### src/rtl/fxp_pkg.sv
// Shared fixed-point helpers for the fxp_mult_pipe datapath: rounding, range check and limiting.
// All helpers work on a 128-bit signed container, so products up to 2*64 bits are supported.
package fxp_pkg;

  localparam int FXP_OVF_CNT_W = 16;
  localparam int FXP_MAX_PW    = 128;

  typedef logic signed [FXP_MAX_PW-1:0] fxp_wide_t;

  // Round half toward +inf, then drop the fractional bits.
  function automatic fxp_wide_t fxp_round(input fxp_wide_t product, input int frac);
    fxp_wide_t half;
    if (frac == 0) begin
      return product;
    end
    half = fxp_wide_t'(1) << (frac - 1);
    return (product + half) >>> frac;
  endfunction

  function automatic fxp_wide_t fxp_max(input int width);
    return (fxp_wide_t'(1) << (width - 1)) - fxp_wide_t'(1);
  endfunction

  function automatic logic fxp_ovf(input fxp_wide_t value, input int width);
    return (value > fxp_max(width)) || (value < (-fxp_max(width) - fxp_wide_t'(1)));
  endfunction

  function automatic fxp_wide_t fxp_limit(input fxp_wide_t value, input int width);
    if (value > fxp_max(width)) begin
      return fxp_max(width);
    end
    if (value < (-fxp_max(width) - fxp_wide_t'(1))) begin
      return -fxp_max(width) - fxp_wide_t'(1);
    end
    return value;
  endfunction

endpackage

### src/rtl/fxp_round_sat.sv
// Combinational round + range check + limit of a full-width product.
// FXP_MULT_SAT_EN selects clamping on overflow; otherwise the result wraps.
module fxp_round_sat
  import fxp_pkg::*;
#(
  parameter int WIDTH = 16,
  parameter int FRAC  = 15
) (
  input  logic signed [2*WIDTH-1:0] prod_i,
  output logic        [WIDTH-1:0]   res_o,
  output logic                      ovf_o
);

  fxp_wide_t rnd;

  assign rnd   = fxp_round(fxp_wide_t'(prod_i), FRAC);
  assign ovf_o = fxp_ovf(rnd, WIDTH);

`ifdef FXP_MULT_SAT_EN
  assign res_o = WIDTH'(fxp_limit(rnd, WIDTH));
`else
  assign res_o = rnd[WIDTH-1:0];
`endif

endmodule

### src/rtl/fxp_mult_pipe.sv
// Pipelined signed Q-format multiplier with valid/ready, round-to-nearest and overflow counting.
// Overflow handling is clamp when FXP_MULT_SAT_EN is defined, two's complement wrap otherwise.
module fxp_mult_pipe
  import fxp_pkg::*;
#(
  parameter int WIDTH  = 16,
  parameter int FRAC   = 15,
  parameter int STAGES = 3
) (
  input  logic                     clk,
  input  logic                     rst,
  input  logic                     in_valid,
  output logic                     in_ready,
  input  logic signed [WIDTH-1:0]  in_a,
  input  logic signed [WIDTH-1:0]  in_b,
  output logic                     out_valid,
  input  logic                     out_ready,
  output logic signed [WIDTH-1:0]  out_c,
  output logic                     out_ovf,
  output logic [FXP_OVF_CNT_W-1:0] ovf_cnt,
  input  logic                     clr_ovf
);

  localparam int PW = 2 * WIDTH;
  // With four stages rounding is registered ahead of the limiter, which then sees FRAC=0.
  localparam int RS_FRAC = (STAGES == 4) ? 0 : FRAC;

  logic                     en;
  logic [STAGES-1:0]        vld_q;
  logic signed [WIDTH-1:0]  a_q, b_q;
  logic signed [PW-1:0]     prod_c;
  logic signed [PW-1:0]     rs_in;
  logic [WIDTH-1:0]         rs_res;
  logic                     rs_ovf;
  logic signed [WIDTH-1:0]  c_q;
  logic                     ovf_q;
  logic [FXP_OVF_CNT_W-1:0] cnt_q, cnt_d;

  // Whole pipeline freezes only when a result is waiting and not taken.
  assign en       = !(vld_q[STAGES-1] && !out_ready);
  assign in_ready = en;
  assign prod_c   = PW'(a_q) * PW'(b_q);

  // NOTE: sequential state uses non-blocking assignments so every stage samples pre-edge values.
  always_ff @(posedge clk or posedge rst) begin
    if (rst) begin
      vld_q <= '0;
      a_q   <= '0;
      b_q   <= '0;
      c_q   <= '0;
      ovf_q <= 1'b0;
    end else if (en) begin
      vld_q <= {vld_q[STAGES-2:0], in_valid};
      a_q   <= in_a;
      b_q   <= in_b;
      c_q   <= rs_res;
      ovf_q <= rs_ovf;
    end
  end

  generate
    if (STAGES == 2) begin : g_s2
      assign rs_in = prod_c;
    end else begin : g_prod
      logic signed [PW-1:0] prod_q;

      always_ff @(posedge clk or posedge rst) begin
        if (rst) begin
          prod_q <= '0;
        end else if (en) begin
          prod_q <= prod_c;
        end
      end

      if (STAGES == 3) begin : g_s3
        assign rs_in = prod_q;
      end else begin : g_s4
        logic signed [PW-1:0] rnd_q;

        always_ff @(posedge clk or posedge rst) begin
          if (rst) begin
            rnd_q <= '0;
          end else if (en) begin
            rnd_q <= PW'(fxp_round(fxp_wide_t'(prod_q), FRAC));
          end
        end

        assign rs_in = rnd_q;
      end
    end
  endgenerate

  fxp_round_sat #(
    .WIDTH (WIDTH),
    .FRAC  (RS_FRAC)
  ) u_round_sat (
    .prod_i (rs_in),
    .res_o  (rs_res),
    .ovf_o  (rs_ovf)
  );

  // NOTE: default first in always_comb so no path leaves cnt_d unassigned (no latch).
  always_comb begin
    cnt_d = cnt_q;
    if (clr_ovf) begin
      cnt_d = '0;
    end else if (out_valid && out_ready && ovf_q && (cnt_q != '1)) begin
      cnt_d = cnt_q + FXP_OVF_CNT_W'(1);
    end
  end

  always_ff @(posedge clk or posedge rst) begin
    if (rst) begin
      cnt_q <= '0;
    end else begin
      cnt_q <= cnt_d;
    end
  end

  assign out_valid = vld_q[STAGES-1];
  assign out_c     = c_q;
  assign out_ovf   = ovf_q;
  assign ovf_cnt   = cnt_q;

endmodule

### config.mk
export PLATFORM = sky130hd
export DESIGN_NAME = fxp_mult_pipe
export DESIGN_NICKNAME = d
export VERILOG_FILES = /design/src/rtl/fxp_pkg.sv /design/src/rtl/fxp_round_sat.sv /design/src/rtl/fxp_mult_pipe.sv
export SDC_FILE = /design/constraint.sdc
export NUM_CORES = 1
export LEC_CHECK = 0
export CORE_MARGIN = 2
export CORE_UTILIZATION = 45
export CTS_BUF_LIST = sky130_fd_sc_hd__clkbuf_8
export CTS_CLUSTER_SIZE = 40
export DETAILED_ROUTE_END_ITERATION = 6
export PLACE_DENSITY = 0.66
export SYNTH_ARGS = -nofsm -noshare
export SYNTH_HDL_FRONTEND = slang
export SYNTH_SLANG_ARGS = --single-unit
### constraint.sdc
create_clock -name clk -period 7.1 [get_ports clk]
set_clock_uncertainty 0.15 [all_clocks]
set_input_delay 1.065 -clock clk [delete_from_list [all_inputs] [get_ports clk]]
set_output_delay 1.065 -clock clk [all_outputs]
set_load 0.01 [all_outputs]
==> metrics.txt <==
ys flop type=dfrtp_1; initial antenna violation count=0; slew margin rel.=34.6%; asr flop ratio synth=100%; R2R Path Start=b_q[6]; Max Cap Violations=0; Tcrit/Tclk final=~93%; reg2reg path depth=19; RSZ-0062 raised after global routing=false; clock sinks=86; worst-path maximum fanout=17; Die Area=31100 µm²; Setup Buffers After CTS=0; CTS tree=done; First-pass DRT Iterations=5; first-pass GRT wire length=around 54 mm; CTS resizes=0; post-route ant nets=0; Initial DRC Count=582; EDFF count, synth=0; post-cts hold buffer count=0; final setup vio count=0; synthesized net count=1852; Critical Path Start Type=flop; clk_lat worst skew=around 0.40 ns; IO Port Bufs=71; number of global-route vias before repair=10600; share of layout cells above drive strength 1=under 10%; final hold violation count=0; reg-to-reg critical path endpoint=g_prod.prod_q[31]; Cell Area, Synth=13400 µm²; hold depth=2; Max Root-Sink Buffers=2; GP Congestion=approximately 0.85; Setup crit end=g_prod.prod_q[31]; Slew Viols, Final=0; Nets=1904; WL/cell=16.2 µm; most frequent cells in the layout=317 x inv_1, 272 x nand2_1, 261 x fa_1; Die X=176 µm; Crit. End Element=flop; Starting Density=a little under half; fillers=2811; DRC viols=0; commonest non-fill, non-tap cell in the layout=inv_1; CP Launch Point=b_q[6]; CP Data Arrival Time=slightly below 7 ns; H-Tree Depth=3; pin count of the biggest net entering global routing=85; clock root cell=clkbuf_8; gr ovfl total=0; row count=63; r2r setup slk=0.49 ns; Gate Count Post-Synth=1473; Cell variety after synth=between 50 and 60; via-per-instance ratio=about 5; clock slew at reported path FFs=0.12 ns; run status=finished clean; Peak Freq=0.151 GHz; WP data required=7.27 ns; GRT Overall Usage=22.0%; area grow syn2layout=10.3%; Antenna Cells=0; Hold Path Class=reg -> reg; core footprint=29400 µm²; #FFs+latches synth=86; Post-Syn Area per Cell=9.07 µm²; via count=around 9600; critical path class=reg -> reg; Seq/Total Area, Yosys=between 10% and 20%; worst slew pin tran=roughly 1 ns; Chip Height=176 µm; dpl hpwl=between 20 and 30 mm; Period minus WS final=6.61 ns; Num CTS Buffers=9; Syn. warnings=0; I/O pin count=between 70 and 80; TNS Setup=0 ns; Post-Route WL=31.0 mm
-- synth_stat cells (3+ instances only) --
master	instances	area share [%]
inv_1	319	9.0
nand2_1	272	7.6
fa_1	261	39
and2_1	120	5.6
dfrtp_1	86	16
ha_1	81	7.6
nor2_1	54	1.5
clkbuf_1	50	1.4
o21ai_0	37	1.4
a21oi_1	34	1.3
xnor2_1	29	1.9
xor2_1	26	1.7
nand3_1	15	0.56
nand4_1	10	0.47
nand2b_1	8	0.37
and3_1	5	0.23
o21ai_1	5	0.19
a21o_1	4	0.22
buf_1	3	0.084
nor3_1	3	0.11
o21a_1	3	0.17
or3_1	3	0.14
-- flip-flops by register name (all words and copies together), names as in the netlist --
signal,flops
a_q,16
b_q,16
g_prod.prod_q,18
out_c,16
out_ovf,1
ovf_cnt,16
vld_q,3
-- layer usage --
metal | GRT usage (%) | up-vias | routed length, µm
li1 | - | 4471 | -
met3 | 2.30 | 27 | 1320
met5 | 0 | - | 0
met4 | 4.20 | 0 | 421
met1 | 29.7 | 4944 | 13300
met2 | 38.8 | 199 | 16000
-- kinds of logic (layout without fill, tap and decap cells) --
logic type      Yosys count  count (layout)  synth area share [%]
compound gates          109             109                  5.14
xor+xnor                 55              55                  3.61
fa+ha+maj               342             342                  46.7
buf+inv                 373             430                  10.5
flops                    86              86                  16.1
mux                       2               2                 0.187
simple gates            506             506                  17.8
-- stage by stage --
| step | instance area (µm²) | setup slack, ns | utilization, % | cells | hold slack, ns |
|---|---|---|---|---|---|
| floorplan | 13400 | 0.801 | - | 1473 | 0.280 |
| global placement | 14500 | 0.627 | 49.5 | 1904 | 0.290 |
| detailed placement | 14500 | 0.508 | 49.5 | 1904 | 0.296 |
| CTS | 14700 | 0.483 | 50.1 | 1920 | 0.325 |
| global route | 14700 | 0.140 | 50.1 | 1920 | 0.355 |
| finish | 14700 | 0.493 | 50.1 | 1920 | 0.324 |
-- worst min path at each step --
stage / from / endpoint / slack, ns
after global routing: vld_q[1] / vld_q[2] / 0.36
after global placement: vld_q[1] / vld_q[1] / 0.29
after CTS: vld_q[1] / vld_q[2] / 0.32
after detailed placement: vld_q[1] / vld_q[2] / 0.30
after floorplan: vld_q[1] / vld_q[1] / 0.28
final: vld_q[1] / vld_q[1] / 0.32
-- worst max-delay path, cell delays in order, from the launching register on --
cell and delay (ns):
dfrtp_1 0.78, nand2_1 0.17, fa_1 0.62, inv_1 0.08, fa_1 0.63, fa_1 0.59
fa_1 0.45, fa_1 0.55, inv_1 0.06, fa_1 0.53, inv_1 0.04, ha_1 0.37
a21o_1 0.20, a21oi_2 0.18, nand2b_1 0.13, nand4b_1 0.09, a21oi_1 0.26, o41ai_1 0.15
or4_1 0.41, nand3_1 0.09
-- area by class of cell --
cell class,count,area (µm²),area share [%]
sequential,86,2150,14.6
timing repair buffer,95,891,6.04
inverter,319,1200,8.13
tap,390,488,3.31
clock buffer,9,124,0.840
clock inverter,7,73.8,0.501
multi-input combinational,1014,9810,66.6
Power is not shown: default switching activity piles up to over one toggle a cycle in this logic, so the estimate is an artifact.
